## src/rtl/freq_bank_if.sv

```systemverilog
// Configuration write port for freq_bank: one (lo, hi) pair per transfer,
// addressed to a single channel, with a valid/ready handshake.
interface freq_bank_if #(
    parameter int N_CNT = 8,
    parameter int CH_W  = 2
);
    logic             cfg_valid;
    logic             cfg_ready;
    logic [CH_W-1:0]  cfg_ch;
    logic [N_CNT-1:0] cfg_lo;
    logic [N_CNT-1:0] cfg_hi;

    modport master (
        output cfg_valid,
        output cfg_ch,
        output cfg_lo,
        output cfg_hi,
        input  cfg_ready
    );

    modport slave (
        input  cfg_valid,
        input  cfg_ch,
        input  cfg_lo,
        input  cfg_hi,
        output cfg_ready
    );
endinterface

```

## src/rtl/freq_bank.sv

```systemverilog
// Multi-channel programmable square-wave generator. Each channel alternates
// an INIT phase of lo+1 cycles and an opposite phase of hi+1 cycles. New
// (lo, hi) pairs are held pending and swapped in only at a period boundary
// (wrap, disable or sync), so the waveform never glitches mid-period.
module freq_bank #(
    parameter int               N_CH   = 4,
    parameter int               N_CNT  = 8,
    parameter int               CH_W   = (N_CH > 1) ? $clog2(N_CH) : 1,
    parameter logic             INIT   = 1'b0,
    parameter logic [N_CNT-1:0] DEF_LO = '0,
    parameter logic [N_CNT-1:0] DEF_HI = '0
) (
    input  logic            clk,
    input  logic            rst_n,
    input  logic [N_CH-1:0] en,
    input  logic            sync,
    freq_bank_if.slave      cfg,
    output logic [N_CH-1:0] out,
    output logic [N_CH-1:0] wrap
);

    logic [N_CH-1:0][N_CNT-1:0] lo_q, lo_d;
    logic [N_CH-1:0][N_CNT-1:0] hi_q, hi_d;
    logic [N_CH-1:0][N_CNT-1:0] p_lo_q, p_lo_d;
    logic [N_CH-1:0][N_CNT-1:0] p_hi_q, p_hi_d;
    logic [N_CH-1:0][N_CNT-1:0] cnt_q, cnt_d;
    logic [N_CH-1:0]            pend_q, pend_d;
    logic [N_CH-1:0]            ph_q, ph_d;

    logic cfg_ready_c;
    logic accept;

    // Ready reflects the addressed channel's pending slot; unmapped indices never match.
    always_comb begin
        cfg_ready_c = 1'b0;
        for (int i = 0; i < N_CH; i++) begin
            if (cfg.cfg_ch == CH_W'(i)) begin
                cfg_ready_c = ~pend_q[i];
            end
        end
    end

    assign cfg.cfg_ready = cfg_ready_c;
    assign accept        = cfg.cfg_valid & cfg_ready_c;
    assign out           = ph_q;

    // Per-channel phase counting, boundary detection and config swap-in.
    always_comb begin
        logic [N_CNT-1:0] len;
        logic             term;
        logic             wr;
        logic             restart;

        lo_d    = lo_q;
        hi_d    = hi_q;
        p_lo_d  = p_lo_q;
        p_hi_d  = p_hi_q;
        cnt_d   = cnt_q;
        pend_d  = pend_q;
        ph_d    = ph_q;
        wrap    = '0;
        len     = '0;
        term    = 1'b0;
        wr      = 1'b0;
        restart = 1'b0;

        for (int i = 0; i < N_CH; i++) begin
            len     = (ph_q[i] == INIT) ? lo_q[i] : hi_q[i];
            term    = (cnt_q[i] == len);
            wr      = en[i] & (ph_q[i] != INIT) & term;
            restart = sync | ~en[i];
            wrap[i] = wr;

            if ((restart | wr) & pend_q[i]) begin
                lo_d[i]   = p_lo_q[i];
                hi_d[i]   = p_hi_q[i];
                pend_d[i] = 1'b0;
            end

            if (restart) begin
                ph_d[i]  = INIT;
                cnt_d[i] = '0;
            end else if (term) begin
                ph_d[i]  = ~ph_q[i];
                cnt_d[i] = '0;
            end else begin
                cnt_d[i] = cnt_q[i] + 1'b1;
            end

            // An accept implies pend_q was clear, so it never collides with the swap above.
            if (accept && (cfg.cfg_ch == CH_W'(i))) begin
                p_lo_d[i] = cfg.cfg_lo;
                p_hi_d[i] = cfg.cfg_hi;
                pend_d[i] = 1'b1;
            end
        end
    end

    // State registers; reset discards pending writes and restores default timing.
    always_ff @(posedge clk or negedge rst_n) begin
        if (!rst_n) begin
            lo_q   <= {N_CH{DEF_LO}};
            hi_q   <= {N_CH{DEF_HI}};
            p_lo_q <= '0;
            p_hi_q <= '0;
            cnt_q  <= '0;
            pend_q <= '0;
            ph_q   <= {N_CH{INIT}};
        end else begin
            lo_q   <= lo_d;
            hi_q   <= hi_d;
            p_lo_q <= p_lo_d;
            p_hi_q <= p_hi_d;
            cnt_q  <= cnt_d;
            pend_q <= pend_d;
            ph_q   <= ph_d;
        end
    end

endmodule

```

## src/flat_wrapper.sv

```systemverilog
// flat-port wrapper written by rule: the top's interface ports become plain ports
module freq_bank_flat 
#(
    parameter int               N_CH   = 4,
    parameter int               N_CNT  = 8,
    parameter int               CH_W   = (N_CH > 1) ? $clog2(N_CH) : 1,
    parameter logic             INIT   = 1'b0,
    parameter logic [N_CNT-1:0] DEF_LO = '0,
    parameter logic [N_CNT-1:0] DEF_HI = '0
)
  (clk, rst_n, en, sync, out, wrap, cfg_cfg_valid, cfg_cfg_ch, cfg_cfg_lo, cfg_cfg_hi, cfg_cfg_ready);
  freq_bank_if #(.N_CNT(N_CNT), .CH_W(CH_W)) cfg_i ();
  input  logic clk;
  input  logic rst_n;
  input  logic [N_CH-1:0] en;
  input  logic sync;
  output logic [N_CH-1:0] out;
  output logic [N_CH-1:0] wrap;
  input wire logic [$bits(cfg_i.cfg_valid)-1:0] cfg_cfg_valid;
  input wire logic [$bits(cfg_i.cfg_ch)-1:0] cfg_cfg_ch;
  input wire logic [$bits(cfg_i.cfg_lo)-1:0] cfg_cfg_lo;
  input wire logic [$bits(cfg_i.cfg_hi)-1:0] cfg_cfg_hi;
  output wire logic [$bits(cfg_i.cfg_ready)-1:0] cfg_cfg_ready;
  assign cfg_i.cfg_valid = cfg_cfg_valid;
  assign cfg_i.cfg_ch = cfg_cfg_ch;
  assign cfg_i.cfg_lo = cfg_cfg_lo;
  assign cfg_i.cfg_hi = cfg_cfg_hi;
  assign cfg_cfg_ready = cfg_i.cfg_ready;
  freq_bank #(.N_CH(N_CH), .N_CNT(N_CNT), .CH_W(CH_W), .INIT(INIT), .DEF_LO(DEF_LO), .DEF_HI(DEF_HI)) u_core (.clk(clk), .rst_n(rst_n), .en(en), .sync(sync), .cfg(cfg_i), .out(out), .wrap(wrap));
endmodule
```

## config.mk

```make
export PLATFORM = sky130hd
export DESIGN_NAME = freq_bank_flat
export DESIGN_NICKNAME = d
export VERILOG_FILES = /design/src/rtl/freq_bank_if.sv /design/src/rtl/freq_bank.sv /design/src/flat_wrapper.sv
export SDC_FILE = /design/constraint.sdc
export NUM_CORES = 1
export LEC_CHECK = 0
export CAP_MARGIN = 10
export CORE_UTILIZATION = 50
export CTS_BUF_LIST = sky130_fd_sc_hd__clkbuf_4
export DETAILED_ROUTE_END_ITERATION = 8
export PLACE_DENSITY = 0.67
export SLEW_MARGIN = 20
export SYNTH_ARGS = -nofsm -noshare
export SYNTH_HDL_FRONTEND = slang
export SYNTH_SLANG_ARGS = --single-unit
```

## constraint.sdc

```tcl
create_clock -name clk -period 2.85 [get_ports clk]
set_clock_uncertainty 0.1 [all_clocks]
set_input_delay 0.285 -clock clk [delete_from_list [all_inputs] [get_ports clk]]
set_output_delay 0.285 -clock clk [all_outputs]
set_load 0.02 [all_outputs]
```

==> impl_results.md <==
- Crit path max fanout: 5
- Vias: 7,477
- Seq cells post-synth: 168
- Number of H-tree levels: 4
- Initial antenna violation count: 1
- Post-synthesis adder-cell area fraction: 0.005392
- Crit path kind: flop to output pin
- Core area: 18,090 sq um
- Port-buffer cells: 34
- Routed Antenna Nets: 0
- Synth area leader: dfrtp_1
- TritonCTS Buffers: 17
- Most common cell in the netlist: nand2_1
- Gr usage total: 0.2579
- Post-synthesis mux area share: 0.1146
- TritonCTS clock tree: done
- Async SR Flop Fraction: 1.000
- Fill cells: 1,561
- Die X: 138.2 microns
- Overflow after GRT: 0
- Area delta synth->final: 15.76%
- Post-route insts no fill: roughly 1,200
- Pre-CTS setup slack: -0.1347 ns
- Final setup fails: 0
- Via density: 6.044
- Placed cell count: 1,177
- Synth Area in XOR/XNOR: 0.05284
- Largest family of logic cells by synthesized area: simple AND/OR/NAND/NOR gates
- GPL Wtd Cong: roughly 0.85
- Final worst path period share: 0.9956
- Pwr/cell area: 898.7 nW/um^2
- Fin. max-slew vios: 0
- Unrepaired setup endpoints after global routing: true
- Bufs on Longest Clock Path: 2
- Row count: 49
- EDFF count, synth: 0
- Power, Total: between 0.009 and 0.01 W
- Initial Utilization: 0.5132
- Routed len/inst: 19.11 microns
- Crit path required time: 2.47 ns
- Share of Yosys cell area claimed by the top area cell type: 0.4530
- Final Hold Vio Count: 0
- Seq/Total Area, Yosys: 0.4530
- Syn Nets: 943
- Status: finished with violations
- Worst Setup End Kind: output pin
- Worst Path Arrival: 2.45 ns
- Netlist cell types: 40
- Compound-gate portion of the synthesized area: 0.1333
- Setup crit start kind: flop
- Final WS setup: 0.01264 ns
- Avg Cell Area, Syn: 10.17 sq um
- Die Y: 138.2 microns
- HPWL after detailed placement: 15,300 microns
- Top area cells in the synthesized netlist: dfrtp_1, nand2_1, mux2_2
- Clock root cell: clkbuf_4
- IR drop worst, VDD: 0.4026 mV
- First-pass GRT wire length: 39,010 microns
- Top FF cell, synth: dfrtp_1
- Post-synth top cells: nand2_1, dfrtp_1, nor3_1
- Simple-gate share of the synthesized area: 0.1963
- Leakage: 4.559 nW
- Drt drc: 6
- Fraction of layout instances using a drive strength above 1: 0.2433
- Clock-pin slew on the worst setup and hold paths: around 0.14 ns
- I/O pin cnt: 35
- Class of the worst hold path: primary input to asynchronous set/reset pin
- Clock Sinks: 168
- Synth warn: 0
- Min Tclk post-route: 2.837 ns
- Highest Clock Rate: 0.3524 GHz
- Initial DRC Count: around 790
- Cells after synthesis: 913
- Vias in the first global route: 7,315
- Max-cap check violation count: 0
- Pin count of the biggest net entering global routing: 75
- Die area: 19,110 sq um
- Syn Std Cell Area: 9281 sq um
- Drt total wl: 23,640 microns
- Worst-margin pin slew: ~0.74 ns
- Failing checks: design-rule violations
- Final #Nets: 1,024
- Clk Latency, worst-skew pair: 0.58 ns
- Slew margin rel.: 0.5049
- Drt first pass iters: 8
final timing paths:
path	slack [ns]	cells after the start	from	endpoint
max in group asynchronous	1.59	3	rst_n	u_core.out[2]
setup reg to reg	0.17	13	u_core.out[0]	u_core.lo_q[6]
min in group clk	0.41	2	cfg_cfg_hi[7]	u_core.p_hi_q[7]
hold reg to reg	0.45	1	u_core.p_lo_q[29]	u_core.p_lo_q[29]
hold / removal	0.19	2	rst_n	u_core.lo_q[7]
setup / recovery	0.01	7	u_core.out[1]	wrap[1]
cell families (layout without fill, tap and decap cells):
logic type,Yosys count,after routing
flip-flops,168,168
AO/OA/AOI/OAI,147,147
other,0,1
buffers and inverters,74,168
multiplexers,97,97
XOR/XNOR,56,56
AND/OR/NAND/NOR,367,367
adder cells (fa/ha/maj),4,4
per-stage QoR:
step                TNS [ns]    util  area, sq um  hold WS [ns]
detailed placement   -0.2682  0.5588        10110        0.2604
CTS                 -0.01978  0.5889        10650        0.2001
global route         -0.3041  0.5941        10740        0.2429
finish                     0  0.5941        10740        0.1915
floorplan                  0       -         9281       -0.1106
global placement    -0.07937  0.5582        10100        0.2636
layout by cell type (no fill, tap or decap), drive strengths merged, types with 6 or more instances in the layout:
cell type,instances
xor2,19
nor2,7
and3,11
xnor2,37
a311o,64
nand2,202
clkbuf,18
dfrtp,168
buf,101
o21ai,8
clkinvlp,6
nor3,94
mux2,64
nand3,15
mux2i,32
inv,8
clkdlybuf4s50,29
a22oi,64
sequential cells by signal (all words and copies together) (netlist names):
name           count
u_core.cnt_q      32
u_core.hi_q       32
u_core.lo_q       32
u_core.out         4
u_core.p_hi_q     32
u_core.p_lo_q     32
u_core.pend_q      4
metal layers:
layer	GRT usage	routed length (microns)	up-vias
met1	0.3491	10700	3710
li1	-	-	3497
met5	0	0	-
met2	0.4178	11170	242
met3	0.04953	1293	28
met4	0.08516	477	0
critical path, stage by stage, from the launching register on:
cell and delay [ns]:
dfrtp_2 0.45, buf_12 0.14, mux2i_2 0.18, xor2_1 0.20, or4b_4 0.53, nor2_8 0.10, and3_4 0.18, buf_6 0.11
where the power goes:
part	leakage (nW)	internal, W	total (W)	switching, W
sequential	2.12	0.00300	0.00357	0.000577
clock	0.137	0.000534	0.00143	0.000899
combinational	2.30	0.00219	0.00465	0.00246
total	4.56	0.00572	0.00966	0.00394
layout make-up:
cell class              count  area, sq um  share of cell area
well taps                 229        286.5             0.02667
repair buffers            131         1145              0.1066
multi-input cells         671         4797              0.4465
flip-flops and latches    168         4209              0.3918
clock inverters            14        150.1             0.01397
diodes                      1        2.502           0.0002329
clock buffers              18        135.1             0.01258
inverters                   5        18.77            0.001747
timing repair:
| action | CTS | global route |
|---|---|---|
| setup endpoints to repair | 4 | 29 |
| pin swaps | 7 | 5 |
| endpoints found under the hold margin | 70 | 0 |
| resized for setup | 41 | 13 |
| setup buffers | 24 | 4 |
| gates cloned | 0 | 0 |
| hold buffers | 1 | 0 |
(Power assumes the default switching activity.)
